## src/rtl/switch_alloc_rr_3port_pkg.sv

```systemverilog
// Shared definitions for the 3-port border router switch allocator:
// port indices, 2-bit request encoding and crossbar select codes.
package switch_alloc_rr_3port_pkg;

   localparam int PORT_X     = 0;
   localparam int PORT_Y     = 1;
   localparam int PORT_LOCAL = 2;

   localparam logic [1:0] REQ_X       = 2'd0;
   localparam logic [1:0] REQ_Y       = 2'd1;
   localparam logic [1:0] REQ_LOCAL   = 2'd2;
   localparam logic [1:0] REQ_ILLEGAL = 2'd3;

   // Crossbar select codes; SW_STOP parks the output mux.
   localparam logic [2:0] SW_STOP  = 3'b000;
   localparam logic [2:0] SW_X1    = 3'b001;
   localparam logic [2:0] SW_Y1    = 3'b010;
   localparam logic [2:0] SW_LOCAL = 3'b100;

   function automatic logic [2:0] port_to_sw(input logic [1:0] idx);
      logic [2:0] code;
      case (idx)
         REQ_X:     code = SW_X1;
         REQ_Y:     code = SW_Y1;
         REQ_LOCAL: code = SW_LOCAL;
         default:   code = SW_STOP;
      endcase
      return code;
   endfunction

   function automatic logic [1:0] onehot3_to_idx(input logic [2:0] oh);
      logic [1:0] idx;
      case (oh)
         3'b010:  idx = 2'd1;
         3'b100:  idx = 2'd2;
         default: idx = 2'd0;
      endcase
      return idx;
   endfunction

   function automatic logic [1:0] next_ptr(input logic [1:0] idx);
      logic [1:0] nxt;
      case (idx)
         2'd0:    nxt = 2'd1;
         2'd1:    nxt = 2'd2;
         default: nxt = 2'd0;
      endcase
      return nxt;
   endfunction

endpackage

```

## src/rtl/switch_alloc_rr_3port_rr_arb3.sv

```systemverilog
// Three-request round-robin arbiter with a lowest-index priority override.
// Purely combinational; the allocator registers the result.
module switch_alloc_rr_3port_rr_arb3 (
   input  logic [2:0] req,
   input  logic [2:0] pri,
   input  logic [1:0] ptr,
   output logic [2:0] gnt
);

   logic [2:0] rr_s;
   logic [2:0] pri_s;

   // Rotating search from ptr, overridden by any priority (starved) request.
   always_comb begin
      rr_s  = 3'b000;
      pri_s = 3'b000;
      case (ptr)
         2'd0:    rr_s = req[0] ? 3'b001 : req[1] ? 3'b010 : req[2] ? 3'b100 : 3'b000;
         2'd1:    rr_s = req[1] ? 3'b010 : req[2] ? 3'b100 : req[0] ? 3'b001 : 3'b000;
         2'd2:    rr_s = req[2] ? 3'b100 : req[0] ? 3'b001 : req[1] ? 3'b010 : 3'b000;
         default: rr_s = 3'b000;
      endcase
      pri_s = pri[0] ? 3'b001 : pri[1] ? 3'b010 : pri[2] ? 3'b100 : 3'b000;
      gnt   = (|pri) ? pri_s : rr_s;
   end

endmodule

```

## src/rtl/switch_alloc_rr_3port.sv

```systemverilog
// Round-robin switch allocator with starvation aging for the 3-port border
// router: one arbiter per output, registered grants/selects, per-input age.
module switch_alloc_rr_3port #(
   parameter int PORT_NUM  = 3,
   parameter int AGE_W     = 4,
   parameter int AGE_LIMIT = 12
) (
   input  logic                  clk,
   input  logic                  rst_n,
   input  logic [PORT_NUM-1:0]   req_valid,
   input  logic [2*PORT_NUM-1:0] req_port,
   input  logic [PORT_NUM-1:0]   out_full,
   output logic [PORT_NUM-1:0]   grant,
   output logic [PORT_NUM-1:0]   out_valid,
   output logic [3*PORT_NUM-1:0] out_sel,
   output logic [PORT_NUM-1:0]   starved
);
   import switch_alloc_rr_3port_pkg::*;

   localparam logic [AGE_W-1:0] AGE_MAX = {AGE_W{1'b1}};
   localparam logic [AGE_W-1:0] AGE_THR = AGE_W'(AGE_LIMIT);

   // grant_r doubles as the pend mask: a granted input sits out one cycle.
   logic [PORT_NUM-1:0]   grant_r;
   logic [PORT_NUM-1:0]   out_valid_r;
   logic [3*PORT_NUM-1:0] out_sel_r;
   logic [PORT_NUM-1:0]   starved_r;
   logic [1:0]            ptr_r [PORT_NUM];
   logic [AGE_W-1:0]      age_r [PORT_NUM];

   logic [1:0]            req_tgt_s    [PORT_NUM];
   logic [PORT_NUM-1:0]   tgt_full_s;
   logic [PORT_NUM-1:0]   requesting_s;
   logic [PORT_NUM-1:0]   elig_s;
   logic [2:0]            arb_req_s    [PORT_NUM];
   logic [2:0]            arb_gnt_s    [PORT_NUM];
   logic [1:0]            win_idx_s    [PORT_NUM];
   logic [1:0]            ptr_next_s   [PORT_NUM];
   logic [AGE_W-1:0]      age_next_s   [PORT_NUM];
   logic [PORT_NUM-1:0]   win_s;
   logic [PORT_NUM-1:0]   out_win_s;
   logic [3*PORT_NUM-1:0] sel_next_s;
   logic [PORT_NUM-1:0]   starved_next_s;

   // Per-input eligibility: legal target, target not full, not pending.
   always_comb begin
      req_tgt_s    = '{default: 2'd0};
      tgt_full_s   = {PORT_NUM{1'b0}};
      requesting_s = {PORT_NUM{1'b0}};
      elig_s       = {PORT_NUM{1'b0}};
      for (int i = 0; i < PORT_NUM; i++) begin
         req_tgt_s[i] = req_port[2*i +: 2];
         case (req_tgt_s[i])
            REQ_X:     tgt_full_s[i] = out_full[PORT_X];
            REQ_Y:     tgt_full_s[i] = out_full[PORT_Y];
            REQ_LOCAL: tgt_full_s[i] = out_full[PORT_LOCAL];
            default:   tgt_full_s[i] = 1'b1;
         endcase
         requesting_s[i] = req_valid[i] && (req_tgt_s[i] != REQ_ILLEGAL);
         elig_s[i]       = requesting_s[i] && !tgt_full_s[i] && !grant_r[i];
      end
   end

   // Route each eligible input onto the request vector of its target output.
   always_comb begin
      arb_req_s = '{default: 3'b000};
      for (int o = 0; o < PORT_NUM; o++) begin
         for (int i = 0; i < PORT_NUM; i++) begin
            arb_req_s[o][i] = elig_s[i] && (req_tgt_s[i] == 2'(o));
         end
      end
   end

   for (genvar o = 0; o < PORT_NUM; o++) begin : g_arb
      switch_alloc_rr_3port_rr_arb3 u_rr_arb3 (
         .req (arb_req_s[o]),
         .pri (arb_req_s[o] & starved_r),
         .ptr (ptr_r[o]),
         .gnt (arb_gnt_s[o])
      );
   end

   // Collect winners, next select codes and pointer updates per output.
   always_comb begin
      win_s      = {PORT_NUM{1'b0}};
      out_win_s  = {PORT_NUM{1'b0}};
      sel_next_s = {PORT_NUM{SW_STOP}};
      win_idx_s  = '{default: 2'd0};
      ptr_next_s = '{default: 2'd0};
      for (int o = 0; o < PORT_NUM; o++) begin
         out_win_s[o]          = |arb_gnt_s[o];
         win_s                 = win_s | arb_gnt_s[o];
         win_idx_s[o]          = onehot3_to_idx(arb_gnt_s[o]);
         sel_next_s[3*o +: 3]  = out_win_s[o] ? port_to_sw(win_idx_s[o]) : SW_STOP;
         ptr_next_s[o]         = out_win_s[o] ? next_ptr(win_idx_s[o]) : ptr_r[o];
      end
   end

   // Wait counters: clear on grant or idle, hold on illegal target, saturate.
   always_comb begin
      age_next_s     = '{default: {AGE_W{1'b0}}};
      starved_next_s = {PORT_NUM{1'b0}};
      for (int i = 0; i < PORT_NUM; i++) begin
         if (win_s[i] || !req_valid[i]) begin
            age_next_s[i] = {AGE_W{1'b0}};
         end else if (!requesting_s[i] || (age_r[i] == AGE_MAX)) begin
            age_next_s[i] = age_r[i];
         end else begin
            age_next_s[i] = age_r[i] + AGE_W'(1);
         end
         starved_next_s[i] = (age_next_s[i] >= AGE_THR);
      end
   end

   // State and output registers.
   always_ff @(posedge clk or negedge rst_n) begin
      if (!rst_n) begin
         grant_r     <= {PORT_NUM{1'b0}};
         out_valid_r <= {PORT_NUM{1'b0}};
         out_sel_r   <= {PORT_NUM{SW_STOP}};
         starved_r   <= {PORT_NUM{1'b0}};
         for (int i = 0; i < PORT_NUM; i++) begin
            ptr_r[i] <= 2'd0;
            age_r[i] <= {AGE_W{1'b0}};
         end
      end else begin
         grant_r     <= win_s;
         out_valid_r <= out_win_s;
         out_sel_r   <= sel_next_s;
         starved_r   <= starved_next_s;
         for (int i = 0; i < PORT_NUM; i++) begin
            ptr_r[i] <= ptr_next_s[i];
            age_r[i] <= age_next_s[i];
         end
      end
   end

   assign grant     = grant_r;
   assign out_valid = out_valid_r;
   assign out_sel   = out_sel_r;
   assign starved   = starved_r;

endmodule

```

## config.mk

```make
export PLATFORM = sky130hd
export DESIGN_NAME = switch_alloc_rr_3port
export DESIGN_NICKNAME = d
export VERILOG_FILES = /design/src/rtl/switch_alloc_rr_3port_pkg.sv /design/src/rtl/switch_alloc_rr_3port_rr_arb3.sv /design/src/rtl/switch_alloc_rr_3port.sv
export SDC_FILE = /design/constraint.sdc
export NUM_CORES = 1
export LEC_CHECK = 0
export ABC_AREA = 1
export CORE_ASPECT_RATIO = 0.9
export CORE_MARGIN = 2
export CORE_UTILIZATION = 40
export CTS_CLUSTER_DIAMETER = 100
export DETAILED_ROUTE_END_ITERATION = 16
export DONT_BUFFER_PORTS = 1
export GPL_TIMING_DRIVEN = 0
export PLACE_DENSITY_LB_ADDON = 0.1
export SLEW_MARGIN = 20
export SYNTH_ARGS = -nofsm -noshare
export SYNTH_HDL_FRONTEND = slang
export SYNTH_SLANG_ARGS = --single-unit
```

## constraint.sdc

```tcl
create_clock -name clk -period 2.3 [get_ports clk]
set_clock_uncertainty 0.1 [all_clocks]
set_input_delay 0.23 -clock clk [delete_from_list [all_inputs] [get_ports clk]]
set_output_delay 0.23 -clock clk [all_outputs]
set_load 0.02 [all_outputs]
```

# Word-level counts from Yosys, hierarchy flattened
# Index checks and enable logic that the tools add are counted.
totals:
  out_inout_bits: 18
  wordCells: 165
  latchBits: 0
  mem_bits_ro: 0
  inputBits: 14
  register_bits: 36
  ramBits: 0
  n_memories: 0
classes:
  magnitude_cmp: 3
  reduce_logical: 51
  n_eq_ne: 30
  div: 0
  n_shift: 0
  multipliers: 0
  mux: 63
  n_bitwise: 5
  n_addsub: 3
op_table:
  columns: ["op", "count"]
  rows:
  - ["3-bit two-way mux", 36]
  - ["3-bit case mux with 3 select lines", 6]
  - ["4-bit two-way mux", 6]
  - ["2-bit case mux with 2 select lines", 6]
  - ["2-bit by 1-bit equality test with 1-bit output, second input constant", 9]
  - ["2-bit equality test, second input constant", 9]
  - ["1-bit logical AND", 18]
  - ["2-bit zero test", 9]
  - ["3-bit OR reduction", 6]
  - ["4-bit by 1-bit adder with 4-bit output, second input constant", 3]
  - ["4-bit equality test, second input constant", 3]
  - ["4-bit greater-or-equal comparator, second input constant", 3]
  - ["1-bit zero test", 12]
  - ["3-bit bitwise AND", 3]
  - ["3-bit by 2-bit equality test with 1-bit output, second input constant", 3]
  - ["3-bit equality test, second input constant", 3]
  - ["1-bit case mux with 3 select lines", 3]
  - ["1-bit logical OR", 6]
  - ["2-bit two-way mux", 3]
  - ["2-bit != test, second input constant", 3]
  - ["3-bit OR", 2]
  - ["1-bit two-way mux", 3]

# Depth between registers and ports, before layout
# Gate-level depths: netlist of the first run.
logic_depth:
  word_depth: 16
  depth_mapped: 15
  ltp_nobuf: 15

# Hierarchy
# A second synthesis of the first run with hierarchy kept.
unflattened:
  cells_unflattened: 324
  hier_area_um2: 2173.3
by_module_without_submodules:
  columns: ["module", "instances", "seq_area_each_um2", "cells_per_inst", "area_each_um2"]
  rows:
  - ["switch_alloc_rr_3port", 1, 900.9, 234, 1783.0]
  - ["switch_alloc_rr_3port_rr_arb3", 3, 0.0, 30, 130.1]

# Least setup slack after synthesis of the first run
# No wires, ideal clock.
synth_timing:
  path_kind: "register to register"
  from: "reg grant_r[2] (netlist: grant[2])"
  to: "reg ptr_r[2] (netlist name)"
  path_buffers: 0
  arrival_time_ns: 1.455
  setup_time_ns: 0.131
  synth_period_minus_slack_ns: 1.686
  path_stages_with_launch: 12
  setup_slack_ns: 0.614
  required_time_ns: 2.069
  cell_sequence: "dfrtp_1 > inv_1 > nand2_1 > nor2_2 > and2_1 > nand2_1 > nor2_1 > nand2_1 > a21oi_2 > inv_1 > nand3_2 > o21ai_1"
synth_via:
  elab_cells_between_ends: 23
  classes_between: "3 x eq/ne; 13 x mux; 1 x bitwise; 6 x reduce/logical"
synth_lines:
  columns: ["item", "line_no", "text"]
  rows:
  - ["start: declaration", "switch_alloc_rr_3port.sv:24", "logic [PORT_NUM-1:0] grant_r;"]
  - ["start signal: assignment", "switch_alloc_rr_3port.sv:118", "grant_r <= {PORT_NUM{1'b0}};"]
  - ["start signal: assignment", "switch_alloc_rr_3port.sv:127", "grant_r <= win_s;"]
  - ["1-bit zero test *", "switch_alloc_rr_3port.sv:60", "elig_s[i] = requesting_s[i] && !tgt_full_s[i] && !grant_r[i];"]
  - ["1-bit logical AND *", "switch_alloc_rr_3port.sv:60", null]
  - ["1-bit logical AND *", "switch_alloc_rr_3port.sv:69", "arb_req_s[o][i] = elig_s[i] && (req_tgt_s[i] == 2'(o));"]
  - ["3-bit two-way mux or 3-bit bitwise AND (tied branches)", "switch_alloc_rr_3port_rr_arb3.sv:18, switch_alloc_rr_3port.sv:77", null]
  - ["3-bit two-way mux, on equally long branches (2 in a row)", "switch_alloc_rr_3port_rr_arb3.sv:18, switch_alloc_rr_3port_rr_arb3.sv:23", null]
  - ["3-bit case mux with 3 select lines or 3-bit two-way mux (tied branches)", "switch_alloc_rr_3port_rr_arb3.sv:17, switch_alloc_rr_3port_rr_arb3.sv:23", null]
  - ["3-bit two-way mux *", "switch_alloc_rr_3port_rr_arb3.sv:24", "gnt = (|pri) ? pri_s : rr_s;"]
  - ["3-bit OR reduction *", "switch_alloc_rr_3port.sv:91", "out_win_s[o] = |arb_gnt_s[o];"]
  - ["named net out_win_s[1]", "switch_alloc_rr_3port.sv:41", "logic [PORT_NUM-1:0] out_win_s;"]
  - ["end signal: indexed assignment", "switch_alloc_rr_3port.sv:132", "ptr_r[i] <= ptr_next_s[i];"]
  - ["end: declaration", "switch_alloc_rr_3port.sv:28", "logic [1:0] ptr_r [PORT_NUM];"]
# Mark *: on every way through the listed nets, which the timed path passes. The rest lies on a longest branch.
# A chain may end at the register's enable or synchronous reset.

==> results.md, run 1 <==
* Crit share post-route at 86.4%
* Grt ovf at 0
* Max Freq at 503 MHz
* Setup crit end kind: flip-flop
* H-tree levels at 2
* Ant. Diodes at 0
* Crit path DAT at 2110 ps
* Synthesized Nets at 284
* Fin area at 2410 sq um
* Largest stage delay, worst path at 460 ps
* Leak at 1.37 nW
* Vias per cell at 4.84
* Die area at 6050 sq um
* Number of DRC markers in iteration 0 at 70
* First-pass GRT wire length at 7870 um
* Buf/Inv on CP at 1
* Dpl hpwl at 3500 um
* Worst setup margin at 312 ps
* Gpl congestion at 0.829
* Status: finished, final reports clean
* Sinks on Clock Net at 36
* Drt pass-1 iters at 4
* HP Start: req_port[0]
* CP max stage cell: dfrtp_1
* Via count at 1,681
* CP Class: reg -> reg
* Worst hold path type: in -> reg
* Sw frac at 29.9%
* Total routed wirelength at 4640 um
* Syn Inst Count at 267
* R2R Setup Slk at 310 ps
* Worst Path Max Fanout at 8
* Critical Path Start Type: flip-flop
* Mapped Avg Cell Area at 8.16 sq um
* Port Buf Inserts at 0
* Pwr/cell area at 593 nW/um^2
* Register-to-Register Path Depth at 13
* Setup tns final at 0 ps
* Setup WS pre-CTS at 347 ps
* Worst hold slack at 168 ps
* Root Buffer Master: clkbuf_8
* I/O pin total at 32
* Fin crit period at 1990 ps
* Post-Syn Area at 2180 sq um
* Share of post-route cells with drive strength above 1 at 17.9%
* Largest net degree at the start of global routing at 37
* Clock transition at the registers of the reported paths at 80 ps
* CTS tree: done
* Final hold violation count at 0
* Overall Global Routing Usage at 17.6%
* Worst slew pin tran at 499 ps
* RSZ-0062 raised after global routing: false
* Worst-Skew Late Latency at 290 ps
* RR Endpoint: age_r[0]$_DFF_PN0_
* TritonCTS buffer count at 5
* Worst-path cell chain: inv_1 > nand2_1 > nor2_4 > nand3_1 > nand3_1 > nand2_1 > nand2_1 > nand2_1 > nand2_2 > nand2_2 > nor2_4 > nand2_2 > nor2_1
* Most frequent cells in the layout: nand2_1 (50), nor2_1 (41), inv_1 (38), dfrtp_1 (36), nand3_1 (21)
* Worst R2R Start: grant[0]$_DFF_PN0_
* Placed inst area at 2260 sq um
* Vias in the first global route at 1,657
* Dpl cells at 334
* Die H at 74.0 um
* VDD IR max at 0.285 mV
* Final Slew Violations at 0
* Fillers at 524
* Post-DRT Antenna Nets at 0
* Final setup viols at 0
* Clock Path Buffers at 2
* Post-Layout Cell Count at 347
* Critical Path Most Common Cell: nand2_1
* Crit-path leading delay family: simple AND/OR/NAND/NOR gates
* Hold endpoint: out_sel[6]$_DFF_PN0_
* # nets final at 296
* Most common cell after layout, fill and taps aside: nand2_1
* Combinational Power Share at 16.7%
* CP Data Required Time at 2420 ps
* Power share of the clock group at 33.1%
* Drt drc at 0
* Hold Path Stages at 3
* PostCTS Resize Cnt at 0
* Initial antenna violation count at 0
* Synth unique cells at 26
* Drt wl/cell at 13.4 um
* Num rows at 25
* Internal Pwr Total at 1.00 mW
* Seq cells post-synth at 36
* Core box area at 5260 sq um
* Die X at 81.8 um
* Area grow syn2layout at 10.7%
* Max cap viols at 0
* Rel. slew slack at 66.5%
* Yosys warns at 0
* Sw power at 428 uW
* Seq/Total Area, Yosys at 41.4%
* Starting Density at 41.5%
* Reg power frac at 50.2%
==> worst min-delay path, delay by kind of cell <==
kind	cells	cell delay, ps
AND/OR/NAND/NOR	3	280
==> state kept, by name, indices dropped and copies added (netlist names) <==
| signal | flops |
|---|---|
| out_sel | 9 |
| grant | 3 |
| ptr_r | 6 |
| out_valid | 3 |
| age_r | 12 |
| starved | 3 |
==> stage by stage <==
step,utilization [%],power [mW]
after global placement,43.0,0.940
after CTS,45.9,1.45
after floorplan,-,0.902
final,45.9,1.43
after global routing,45.9,1.52
after detailed placement,43.0,0.946
==> cell usage after synthesis <==
cell,number,area [sq um]
clkinv_2,1,5.00
nor2_4,7,78.8
nand2_2,6,37.5
nor2_2,4,25.0
dfrtp_1,36,901
o211ai_1,1,7.51
o21bai_4,1,18.8
a21oi_1,1,5.00
o21ai_1,6,30.0
xor2_1,6,52.6
nand4_1,10,62.6
nor2_1,41,154
nand2_1,50,188
nand3_2,8,80.1
and2_1,2,12.5
a31oi_1,3,18.8
a21oi_2,2,17.5
nand3_1,21,105
inv_2,5,18.8
nand4_2,5,62.6
inv_1,38,143
nor3b_2,1,12.5
a21oi_4,3,48.8
ha_1,3,37.5
mux2i_1,3,30.0
xnor2_1,3,26.3
==> power by group through the flow <==
stage | clock network, mW | registers, mW | logic [mW]
after detailed placement | 0 | 0.730 | 0.216
final | 0.473 | 0.718 | 0.239
after floorplan | 0 | 0.720 | 0.182
after global placement | 0 | 0.730 | 0.210
after CTS | 0.493 | 0.718 | 0.242
after global routing | 0.522 | 0.726 | 0.278
==> area by class of cell <==
| cell class | count | area [sq um] | share of cell area [%] |
|---|---|---|---|
| clock buffer | 8 | 90.1 | 3.73 |
| multi-input combinational | 187 | 1110 | 46.1 |
| sequential | 36 | 901 | 37.3 |
| inverter | 44 | 166 | 6.90 |
| timing repair buffer | 5 | 60.1 | 2.49 |
| tap | 67 | 83.8 | 3.48 |
==> layer usage <==
| layer | routed length (um) | up-vias | GRT usage, % |
|---|---|---|---|
| met4 | 130 | 0 | 8.89 |
| met5 | 0 | - | 0 |
| li1 | - | 884 | - |
| met3 | 205 | 12 | 4.85 |
| met1 | 2200 | 754 | 23.5 |
| met2 | 2100 | 31 | 26.4 |
==> repair_timing <==
| item | in CTS | in global routing |
|---|---|---|
| hold endpoints to repair | 51 | 0 |
| buffers inserted | 0 | 0 |
| hold buffers | 5 | 0 |
==> kinds of logic (layout without fill, tap and decap cells) <==
kind of cell / after synthesis / after routing / share of synthesized area [%]
mux: 3 / 3 / 1.38
fa+ha+maj: 3 / 3 / 1.72
simple gates: 155 / 155 / 37.6
flops: 36 / 36 / 41.4
buf+inv: 44 / 57 / 7.64
compound gates: 17 / 17 / 6.72
xor+xnor: 9 / 9 / 3.62
==> worst max-delay path by stage <==
stage / slack [ps] / end / start / depth (start not counted)
global route: 160 / age_r[0]$_DFF_PN0_ / grant[0]$_DFF_PN0_ / 13
floorplan: 610 / ptr_r[2]$_DFFE_PN0P_ / grant[2]$_DFF_PN0_ / 11
global placement: 370 / age_r[1]$_DFF_PN0_ / grant[0]$_DFF_PN0_ / 13
detailed placement: 350 / age_r[2]$_DFF_PN0_ / grant[0]$_DFF_PN0_ / 13
finish: 310 / age_r[0]$_DFF_PN0_ / grant[0]$_DFF_PN0_ / 13
CTS: 320 / age_r[0]$_DFF_PN0_ / grant[0]$_DFF_PN0_ / 13
Power figures use the tool's default switching activity.
==> inputs of run 2 (changes only) <==
CELL_PAD_IN_SITES_DETAIL_PLACEMENT = 0   (was default)
CELL_PAD_IN_SITES_GLOBAL_PLACEMENT = 1   (was default)
==> results.md, run 2 (same netlist as run 1, synthesis figures left out) <==
* Leak at 1.38 nW (was 1.37 nW)
* Overall Global Routing Usage at 17.7% (was 17.6%)
* Crit-path leading delay family: simple AND/OR/NAND/NOR gates (unchanged)
* Total routed wirelength at 4650 um (was 4640 um)
* Crit path DAT at 2090 ps (was 2110 ps)
* Clock transition at the registers of the reported paths at 70 ps (was 80 ps)
* Critical path depth in cells at 13 (unchanged)
* Clock Path Buffers at 2 (unchanged)
* Most common cell after layout, fill and taps aside: nand2_1 (unchanged)
* Worst hold slack at 171 ps (was 168 ps)
* Register area at 901 sq um (unchanged)
* Drt wl/cell at 13.4 um (about the same)
* Setup WS pre-CTS at 325 ps (was 347 ps)
* First-pass GRT wire length at 7980 um (was 7870 um)
* Fin area at 2430 sq um (was 2410 sq um)
* Area grow syn2layout at 11.5% (was 10.7%)
* Number of DRC markers in iteration 0 at 68 (was 70)
* Share of post-route cells with drive strength above 1 at 18.2% (was 17.9%)
* Gpl congestion at 0.839 (was 0.829)
* Hold Path Stages at 3 (unchanged)
* Multi-input gate area at 1110 sq um (unchanged)
* Max FFs per register at 12 (unchanged)
* Post-CTS Setup Bufs at 0 (unchanged)
* Dpl hpwl at 3590 um (was 3500 um)
* Die H at 74.0 um (unchanged)
* Worst hold path type: in -> reg (unchanged)
* Top reg by flops: age_r (unchanged)
* # nets final at 296 (unchanged)
* RSZ-0062 raised after global routing: false (unchanged)
* Largest stage delay, worst path at 460 ps (about the same)
* Pwr/cell area at 620 nW/um^2 (was 593 nW/um^2)
* Post-DRT Antenna Nets at 0 (unchanged)
* Worst setup margin at 333 ps (was 312 ps)
* Worst-path cell chain: inv_1 > nand2_1 > nor2_4 > nand3_1 > nand3_1 > nand2_1 > nand2_1 > nand2_1 > nand2_2 > nand2_2 > nor2_4 > nand2_2 > nor2_1 (unchanged)
* Largest net degree at the start of global routing at 37 (unchanged)
* Root Buffer Master: clkbuf_8 (unchanged)
* Buf/Inv on CP at 1 (unchanged)
* Crit share post-route at 85.5% (was 86.4%)
* TritonCTS buffer count at 5 (unchanged)
* Max Freq at 509 MHz (was 503 MHz)
* Rel. slew slack at 70.4% (was 66.5%)
* Starting Density at 41.5% (unchanged)
* Vias in the first global route at 1,649 (was 1,657)
* CP Data Required Time at 2420 ps (about the same)
* Port Buf Inserts at 0 (unchanged)
* Die area at 6050 sq um (unchanged)
* Die X at 81.8 um (unchanged)
* Setup tns final at 0 ps (unchanged)
* Fillers at 536 (was 524)
* Max cap viols at 0 (unchanged)
* Setup crit end kind: flip-flop (unchanged)
* Register-to-Register Path Depth at 13 (unchanged)
* Worst Path Max Fanout at 8 (unchanged)
* CP Class: reg -> reg (unchanged)
* Drt pass-1 iters at 4 (unchanged)
* Drt drc at 0 (unchanged)
* Status: finished, final reports clean (unchanged)
* Num rows at 25 (unchanged)
* Placed inst area at 2260 sq um (unchanged)
* Final Slew Violations at 0 (unchanged)
* Worst slew pin tran at 442 ps (was 499 ps)
* Final design utilization at 46.2% (was 45.9%)
* CTS tree: done (unchanged)
* Vias per cell at 4.80 (was 4.84)
* H-tree levels at 2 (unchanged)
* Sinks on Clock Net at 36 (unchanged)
* Final hold violation count at 0 (unchanged)
* I/O pin total at 32 (unchanged)
* Fin crit period at 1970 ps (was 1990 ps)
* Cts hold-fix bufs at 5 (unchanged)
* Core box area at 5260 sq um (unchanged)
* PostCTS Resize Cnt at 0 (unchanged)
* Critical Path Most Common Cell: nand2_1 (unchanged)
* VDD IR max at 0.350 mV (was 0.285 mV)
* CP max stage cell: dfrtp_1 (unchanged)
* Most frequent cells in the layout: nand2_1 (50), nor2_1 (41), inv_1 (38), dfrtp_1 (36), nand3_1 (21) (unchanged)
* Worst-Skew Late Latency at 290 ps (about the same)
* Ant. Diodes at 0 (unchanged)
* Via count at 1,665 (was 1,681)
* Initial antenna violation count at 0 (unchanged)
* Critical Path Start Type: flip-flop (unchanged)
* Grt ovf at 0 (unchanged)
* Final setup viols at 0 (unchanged)
==> run 2: final timing paths <==
check,to,slack (ps),start
worst max-delay path,age_r[0]$_DFF_PN0_,330,grant[0]$_DFF_PN0_
worst min-delay path,out_sel[6]$_DFF_PN0_,170,req_port[0]
worst max register to register,age_r[0]$_DFF_PN0_,330,grant[0]$_DFF_PN0_
worst min register to register,ptr_r[0]$_DFFE_PN0P_,450,ptr_r[0]$_DFFE_PN0P_
max in group asynchronous,starved[2]$_DFF_PN0_,1620,rst_n
min in group asynchronous,age_r[3]$_DFF_PN0_,290,rst_n
==> run 2: area by class of cell <==
class                           count  area share, %
Timing Repair Buffer                5           2.47
Inverter                           44           6.85
Clock buffer                        6           2.99
Multi-Input combinational cell    187           45.7
Sequential cell                    36           37.1
Clock inverter                      2           1.44
Tap cell                           67           3.45
==> run 2: where the power goes <==
| part | switching, mW | internal [mW] | leakage [nW] |
|---|---|---|---|
| clock network | 0.229 | 0.322 | 0.0552 |
| logic | 0.151 | 0.0883 | 0.848 |
| registers | 0.0466 | 0.670 | 0.474 |
==> run 2: layer usage <==
metal / vias to the layer above / GRT usage [%] / wire length (um)
li1: 885 / - / -
met2: 25 / 26.4 / 2110
met4: 0 / 5.93 / 41
met1: 751 / 24.6 / 2270
met5: - / 0 / 0
met3: 4 / 5.46 / 224
==> run 2: worst register-to-register path, cell delays in order, from the launching register on <==
cell and delay, ps:
dfrtp_1 460, inv_1 80, nand2_1 80, nor2_4 200
nand3_1 210, nand3_1 120, nand2_1 50, nand2_1 60
nand2_1 60, nand2_2 100, nand2_2 80, nor2_4 130
nand2_2 80, nor2_1 90
==> run 2: metrics by stage <==
step / cells / power (mW)
2_1_floorplan: 267 / 0.902
3_3_place_gp: 334 / 0.946
3_5_place_dp: 334 / 0.943
4_1_cts: 347 / 1.53
5_1_grt: 347 / 1.61
6_report: 347 / 1.51
==> inputs of run 3 (changes only) <==
PLACE_DENSITY_LB_ADDON = 0.12   (was 0.1)
==> results.md, run 3 (same netlist as run 1, synthesis figures left out) <==
* VDD IR max at 0.370 mV (was 0.350 mV)
* Area grow syn2layout at 11.5% (unchanged)
* Setup WS pre-CTS at 334 ps (was 325 ps)
* Worst Path Max Fanout at 8 (unchanged)
* Sinks on Clock Net at 36 (unchanged)
* RSZ-0062 raised after global routing: false (unchanged)
* Core box area at 5260 sq um (unchanged)
* Starting Density at 41.5% (unchanged)
* Leak at 1.38 nW (unchanged)
* Vias in the first global route at 1,619 (was 1,649)
* Fin crit period at 1970 ps (about the same)
* Critical Path Start Type: flip-flop (unchanged)
* Register-to-Register Path Depth at 13 (unchanged)
* R2R Setup Slk at 330 ps (about the same)
* Max Freq at 508 MHz (was 509 MHz)
* Dpl cells at 334 (unchanged)
* Die area at 6050 sq um (unchanged)
* First-pass GRT wire length at 7980 um (unchanged)
* Setup tns final at 0 ps (unchanged)
* Root Buffer Master: clkbuf_8 (unchanged)
* Initial antenna violation count at 0 (unchanged)
* Largest stage delay, worst path at 460 ps (about the same)
* Final hold violation count at 0 (unchanged)
* Max FFs per register at 12 (unchanged)
* Die H at 74.0 um (unchanged)
* CP Class: reg -> reg (unchanged)
* Clock Path Buffers at 2 (unchanged)
* Share of post-route cells with drive strength above 1 at 18.2% (unchanged)
* Crit-path leading delay family: simple AND/OR/NAND/NOR gates (unchanged)
* Num rows at 25 (unchanged)
* Post-Layout Cell Count at 347 (unchanged)
* Drt pass-1 iters at 4 (unchanged)
* H-tree levels at 2 (unchanged)
* Overall Global Routing Usage at 17.9% (was 17.7%)
* Gpl congestion at 0.837 (was 0.839)
* CP max stage cell: dfrtp_1 (unchanged)
* Clock transition at the registers of the reported paths at 80 ps (was 70 ps)
* Buf/Inv on CP at 1 (unchanged)
* Drt drc at 0 (unchanged)
* Crit path capture: starved[2]$_DFF_PN0_ (was age_r[0]$_DFF_PN0_)
* Worst hold path type: in -> reg (unchanged)
* Max cap viols at 0 (unchanged)
* Most frequent cells in the layout: nand2_1 (50), nor2_1 (41), inv_1 (38), dfrtp_1 (36), nand3_1 (21) (unchanged)
* Pwr/cell area at 625 nW/um^2 (was 620 nW/um^2)
* Critical path origin: grant[0]$_DFF_PN0_ (unchanged)
* Grt ovf at 0 (unchanged)
* Total routed wirelength at 4720 um (was 4650 um)
* Number of DRC markers in iteration 0 at 47 (was 68)
* Status: finished, final reports clean (unchanged)
* Crit share post-route at 85.6% (was 85.5%)
* CP Data Required Time at 2420 ps (about the same)
* Critical Path Most Common Cell: nand2_1 (unchanged)
* Crit path DAT at 2090 ps (about the same)
* Final setup viols at 0 (unchanged)
* Port Buf Inserts at 0 (unchanged)
* Most common cell after layout, fill and taps aside: nand2_1 (unchanged)
* Die X at 81.8 um (unchanged)
* Post-CTS Setup Bufs at 0 (unchanged)
* Vias per cell at 4.79 (was 4.80)
* Largest net degree at the start of global routing at 37 (unchanged)
* CTS tree: done (unchanged)
* Worst-Skew Late Latency at 290 ps (about the same)
* Dpl hpwl at 3640 um (was 3590 um)
* Via count at 1,661 (was 1,665)
* RR Endpoint: starved[2]$_DFF_PN0_ (was age_r[0]$_DFF_PN0_)
* Top reg by flops: age_r (unchanged)
* TritonCTS buffer count at 5 (unchanged)
* Setup crit end kind: flip-flop (unchanged)
* Worst slew pin tran at 436 ps (was 442 ps)
* Final Slew Violations at 0 (unchanged)
* Worst setup margin at 331 ps (was 333 ps)
* Drt wl/cell at 13.6 um (was 13.4 um)
* I/O pin total at 32 (unchanged)
* # nets final at 296 (unchanged)
* Worst R2R Start: grant[0]$_DFF_PN0_ (unchanged)
* Post-DRT Antenna Nets at 0 (unchanged)
* Critical path depth in cells at 13 (unchanged)
* Rel. slew slack at 70.8% (was 70.4%)
* Ant. Diodes at 0 (unchanged)
* Worst-path cell chain: inv_1 > nand2_1 > nor2_4 > nand3_1 > nand3_1 > nand2_1 > nand2_1 > nand2_1 > nand2_2 > nand2_2 > nor2_4 > nand3_2 > nor2_1 (was inv_1 > nand2_1 > nor2_4 > nand3_1 > nand3_1 > nand2_1 > nand2_1 > nand2_1 > nand2_2 > nand2_2 > nor2_4 > nand2_2 > nor2_1)
==> run 3: cell counts in the layout (fill, tap and decap cells not counted) <==
Identical to the previous run, type by type.
==> run 3: worst register-to-register path: cells and delay by family, from the launching register on <==
| kind | cells | cell delay, ps |
|---|---|---|
| and+or+nand+nor | 12 | 1260 |
| DFF | 1 | 460 |
| buffers and inverters | 1 | 80 |
==> run 3: worst min path at each step <==
stage,cells past startpoint,slack (ps),start,to
6_report,3,170,req_port[0],out_sel[6]$_DFF_PN0_
5_1_grt,3,170,req_port[0],out_sel[6]$_DFF_PN0_
4_1_cts,3,160,req_port[0],out_sel[6]$_DFF_PN0_
3_5_place_dp,0,-160,rst_n,age_r[4]$_DFF_PN0_
3_3_place_gp,0,-160,rst_n,age_r[4]$_DFF_PN0_
2_1_floorplan,0,-170,rst_n,age_r[0]$_DFF_PN0_
==> run 3: layout make-up <==
cell class	count	area [sq um]
Clock buffer	6	72.6
Clock inverter	2	35.0
Fill cell	543	2830
Inverter	44	166
Multi-Input combinational cell	187	1110
Sequential cell	36	901
Tap cell	67	83.8
Timing Repair Buffer	5	60.1
==> run 3: per-stage QoR <==
stage | util (%) | total power [mW] | area (sq um) | hold WS (ps)
after floorplan | - | 0.902 | 2180 | -166
after global placement | 43.0 | 0.945 | 2260 | -165
after detailed placement | 43.0 | 0.947 | 2260 | -165
after CTS | 46.2 | 1.54 | 2430 | 158
after global routing | 46.2 | 1.61 | 2430 | 166
final | 46.2 | 1.52 | 2430 | 169
==> run 3: power by group <==
part | total, mW | internal, mW | leakage (nW) | switching (mW)
sequential | 0.718 | 0.670 | 0.474 | 0.0477
combinational | 0.240 | 0.0882 | 0.848 | 0.152
clock | 0.561 | 0.322 | 0.0552 | 0.239
==> run 3: layer usage <==
| metal | wire (um) | share of wire [%] | global-route usage [%] |
|---|---|---|---|
| met1 | 2240 | 47 | 24.8 |
| met2 | 2160 | 46 | 26.2 |
| met3 | 197 | 4.2 | 4.98 |
| met4 | 125 | 2.6 | 7.96 |
| met5 | 0 | 0 | 0 |
==> run 3: timing repair <==
item,CTS,global route
hold endpoints to repair,51,0
resized for setup,0,0
hold buffers,5,0
==> RTL edit 1 (flow settings as in run 3) <==
Set the parameter `AGE_W` to 6 (it was 4).
--- a/src/rtl/switch_alloc_rr_3port.sv
+++ b/src/rtl/switch_alloc_rr_3port.sv
@@ -2,7 +2,7 @@
 // router: one arbiter per output, registered grants/selects, per-input age.
 module switch_alloc_rr_3port #(
    parameter int PORT_NUM  = 3,
-   parameter int AGE_W     = 4,
+   parameter int AGE_W     = 6,
    parameter int AGE_LIMIT = 12
 ) (
    input  logic                  clk,
Check against the original RTL: same outputs for any inputs over 4 cycles, from zero or initial values and one cycle with rst_n low; that may be too few to reach the edited logic, so the function may still have changed.
==> RTL edit 1 against run 3 <==
  * Maximum frequency is 5.0% lower
  * Count of clock-buffer cells in the layout increased by 1
  * Largest cell class unchanged
  * Die area is 16% higher
  * Sequential cell count rose by 6
  * Power rose by 17%
  * Cell area rose by 16%
  * Wire length up 16%
  * Worst setup slack got worse by 100 ps
  * Highest routed layer unchanged
  * Area after synthesis rose by 17%
==> RTL edit 1: results (changes against run 3) <==
setup bufs post-CTS=0 (unchanged); Routed WL=5.49 mm (was 4.72 mm); outcome=finished clean (unchanged); hold path depth=2 (was 3); placed cell area=2660 um^2 (was 2260 um^2); DP Cell Count=415 (was 334); setup slack at placement=173 ps (was 334 ps); Seq/Total Area, Yosys=41.2% (was 41.4%); post-detail-place hpwl=4.21 mm (was 3.64 mm); HP Class=input pin to register (unchanged); DR WL/cell=12.8 um (was 13.6 um); sequential power=0.908 mW (was 0.718 mW); Post-synth top flop=dfrtp_1 (unchanged); worst reg2reg path depth=11 (was 13); Crit Reg-Reg Endpoint=age_r[6] (was starved[2]); max reg flops=18 (was 12); Arrival @ worst endpoint=2200 ps (was 2090 ps); hold worst-path end=starved[1] (was out_sel[6]); hold_sp=req_valid[1] (was req_port[0]); syn nets=345 (was 284); largest net degree at the start of global routing=43 (was 37); ANT cells=0 (unchanged); drt initial violations=69 (was 47); P_sw=0.587 mW (was 0.439 mW); CP max-delay cell=dfrtp_1 (unchanged); vias=2,028 (was 1,661); Synth cell types=32 (was 26); cts bufs inserted=5 (unchanged); share of cells above drive strength 1=16.4% (was 18.2%); gr usage total=17.7% (was 17.9%); worst setup margin=226 ps (was 331 ps); first-pass GRT wire length=9.50 mm (was 7.98 mm); Peak VDD IR=306 uV (was 370 uV); top cells by area, synth=dfrtp_1, nand2_1, inv_1 (was dfrtp_1, nand2_1, nor2_1); max_slew headroom=63.0% (was 70.8%); Biggest register=age_r (unchanged); Hold WS=7.81 ps (was 169 ps); fin nets=357 (was 296); Static Leak=1.55 nW (was 1.38 nW); global placer's final weighted congestion=0.822 (was 0.837); FF-to-FF Start=grant[2] (was grant[0]); Clk network pwr share=28.0% (was 36.9%); Post-Synthesis Cells=328 (was 267); Cell Pwr Density=628 nW/um^2 (was 625 nW/um^2); synth cell count leaders=nand2_1, inv_1, dfrtp_1 (was nand2_1, nor2_1, inv_1)
==> RTL edit 1: cell types whose count changed in the layout (fill, tap and decap cells not counted), moves of 3 or more <==
cell / delta
mux2i_1: -3
a21oi_2: +3
nand2_2: +4
dfrtp_1: +6
nor2_1: -3
nor2_2: +4
nand3_2: -5
nand4_1: +5
nand2_1: +21
inv_1: +21
xnor2_1: +3
==> RTL edit 1: timing repair <==
item	in CTS	in global routing
endpoints found under the setup margin	0	1
hold buffers	5	0
resized for setup	0	1
endpoints found under the hold margin	45	0
==> RTL edit 1: area by class of cell <==
class | count | area, um^2
Fill cell | 670 | 3330
Clock inverter | 1 | 5.00
Timing Repair Buffer | 5 | 67.6
Sequential cell | 42 | 1050
Tap cell | 87 | 109
Multi-Input combinational cell | 220 | 1260
Inverter | 66 | 248
Clock buffer | 7 | 86.3
==> RTL edit 1: cells by family after synthesis <==
kind of cell | Yosys count | synth area share [%]
xor gates and xnor gates | 11 | 3.78
buffers and inverters | 66 | 9.72
adders and majority gates | 3 | 1.47
DFF | 42 | 41.2
and+or+nand+nor | 181 | 36.2
AOI/OAI and AO/OA | 25 | 7.56
==> RTL edit 1: worst max-delay path by stage <==
stage | from | end
6_report | grant[2] | age_r[6]
5_1_grt | age_r[0] | starved[2]
3_5_place_dp | grant[2] | age_r[6]
3_3_place_gp | grant[2] | age_r[6]
4_1_cts | grant[2] | age_r[6]
2_1_floorplan | age_r[0] | starved[2]
==> RTL edit 1: per-layer routing <==
layer,vias to the layer above,track usage [%],routed length (um)
li1,1058,-,-
met1,924,25.7,2810
met2,36,25.8,2340
met3,10,4.24,246
met4,0,5.91,80
met5,-,0,0
==> RTL edit 2 (settings of run 3) <==
Made on the original files. Make the reset (`rst_n`) synchronous in one clocked block.
--- a/src/rtl/switch_alloc_rr_3port.sv
+++ b/src/rtl/switch_alloc_rr_3port.sv
@@ -113,7 +113,7 @@
    end
 
    // State and output registers.
-   always_ff @(posedge clk or negedge rst_n) begin
+   always_ff @(posedge clk) begin
       if (!rst_n) begin
          grant_r     <= {PORT_NUM{1'b0}};
          out_valid_r <= {PORT_NUM{1'b0}};
Function: differs if rst_n is asserted again (counterexample within 4 cycles, from zero or initial values and one cycle with rst_n low); with rst_n held inactive, the same outputs for 10 cycles.
==> RTL edit 2 against run 3 <==
  * Non-clock buffer count is 2 lower
  * Cell area fell by 9.6%
  * Wire length fell by 2.8%
  * Critical path type unchanged
  * Power decreased by 10%
  * Sequential power is 7.7% lower
  * Worst setup slack better by 63 ps
  * Sequential cell count unchanged
  * Largest cell class unchanged
  * First-iteration DRC count rose by 81%
  * Clock power fell by 2%
  * Area after synthesis is 8.0% lower
  * Critical path depth is 2 lower
==> RTL edit 2: results (changes against run 3) <==
outcome=finished clean (unchanged); Clk Latency, worst-skew pair=290 ps (about the same); setup slack at placement=373 ps (was 334 ps); I/O Buffers=0 (unchanged); clk sinks=36 (unchanged); cts bufs inserted=5 (unchanged); worst-path fanout max=10 (was 8); Compound-Gate Fraction of Synth Area=8.18% (was 6.72%); setup bufs post-CTS=0 (unchanged); Biggest register=age_r (unchanged); depth of the CTS H-tree=2 (unchanged); Vias/cell=4.99 (was 4.79); post-CTS sizing=0 (unchanged); Static Leak=1.13 nW (was 1.38 nW); HP Class=input pin to register (unchanged); Peak VDD IR=360 uV (was 370 uV); vias in the first global route=1,672 (was 1,619); Synth cell types=33 (was 26); synth cell count leaders=inv_1, nor2_1, nand2_1 (was nand2_1, nor2_1, inv_1); DR pass1 iterations=5 (was 4); max_slew headroom=64.3% (was 70.8%); max reg flops=12 (unchanged); DR WL/cell=12.7 um (was 13.6 um); drt initial violations=85 (was 47); hold path depth=2 (was 3); post-detail-place hpwl=3.60 mm (was 3.64 mm); Post-Synth Adder-Cell Area=1.87% (was 1.72%); clock root cell=clkbuf_8 (unchanged); xor and xnor area share after synthesis=3.06% (was 3.62%); ys async rst share=0% (was 100%); Fillers=547 (was 543); first-pass GRT wire length=7.66 mm (was 7.98 mm); share of cells above drive strength 1=10.4% (was 18.2%); Yosys warnings=0 (unchanged); initial antenna violation count=0 (unchanged); mux share of post-synthesis cell area=0.999% (was 1.38%); worst-case clock buffer depth=2 (unchanged); global placer's final weighted congestion=0.878 (was 0.837); largest net degree at the start of global routing=13 (was 37); worst reg2reg path depth=11 (was 13); pins over their slew limit=0 (unchanged); ANT cells=0 (unchanged); top cells by area, synth=dfxtp_1, inv_1, nor2_1 (was dfrtp_1, nand2_1, nor2_1); Seq/Total Area, Yosys=36.0% (was 41.4%); fin nets=314 (was 296); Clock transition at path regs=70 ps; gr usage total=17.7% (was 17.9%)
==> RTL edit 2: path summary, 6_finish.rpt <==
check | slack [ps] | startpoint | endpoint
worst min-delay path | 10 | req_valid[0] | age_r[0][0]
worst max register to register | 390 | grant[0] | age_r[0][3]
worst min register to register | 410 | ptr_r[0][4] | ptr_r[0][4]
worst max-delay path | 390 | grant[0] | age_r[0][3]
==> RTL edit 2: cell type report <==
| cell class | instances | area, um^2 | share of cell area [%] |
|---|---|---|---|
| plain buffers | 3 | 11.3 | 0.513 |
| multi-input cells | 197 | 1070 | 48.7 |
| clock inverters | 3 | 42.5 | 1.94 |
| well taps | 65 | 81.3 | 3.70 |
| inverters | 54 | 203 | 9.23 |
| clock buffers | 5 | 68.8 | 3.13 |
| flip-flops and latches | 36 | 721 | 32.8 |
==> RTL edit 2: kinds of logic after synthesis <==
| logic type | Yosys count |
|---|---|
| AO/OA/AOI/OAI | 25 |
| XOR/XNOR | 7 |
| adder cells (fa/ha/maj) | 3 |
| buffers and inverters | 57 |
| flip-flops | 36 |
| multiplexers | 2 |
| AND/OR/NAND/NOR | 160 |
==> RTL edit 2: report_power, final <==
part,switching (mW),internal [mW]
combinational,0.101,0.0478
sequential,0.0225,0.640
clock,0.229,0.320
==> RTL edit 2: worst max-delay path, cell delays in order, from the launching register on <==
cell,delay [ps]
dfxtp_1,380
inv_1,80
nand2_1,80
nor2_4,230
nand4_2,220
nand3_1,160
nor2_1,50
nand2_1,60
nand2_2,110
nor2_4,130
nand4_2,120
nor2_1,120
==> RTL edit 2: metrics by stage <==
step | cells | hold WS (ps) | instance area (um^2) | util (%) | total power [mW]
2_1_floorplan | 290 | 291 | 2000 | - | 0.795
3_3_place_gp | 355 | 314 | 2090 | 43.1 | 0.826
3_5_place_dp | 355 | 323 | 2090 | 43.1 | 0.827
4_1_cts | 363 | 7.52 | 2200 | 45.4 | 1.38
5_1_grt | 363 | 10.7 | 2200 | 45.4 | 1.42
6_report | 363 | 12.2 | 2200 | 45.4 | 1.36
==> RTL edit 2: metal layers <==
metal	vias to the layer above	track usage [%]	routed length [um]
li1	962	-	-
met1	806	23.9	2300
met2	36	26.8	1960
met3	7	5.36	259
met4	0	6.43	73
met5	-	0	0
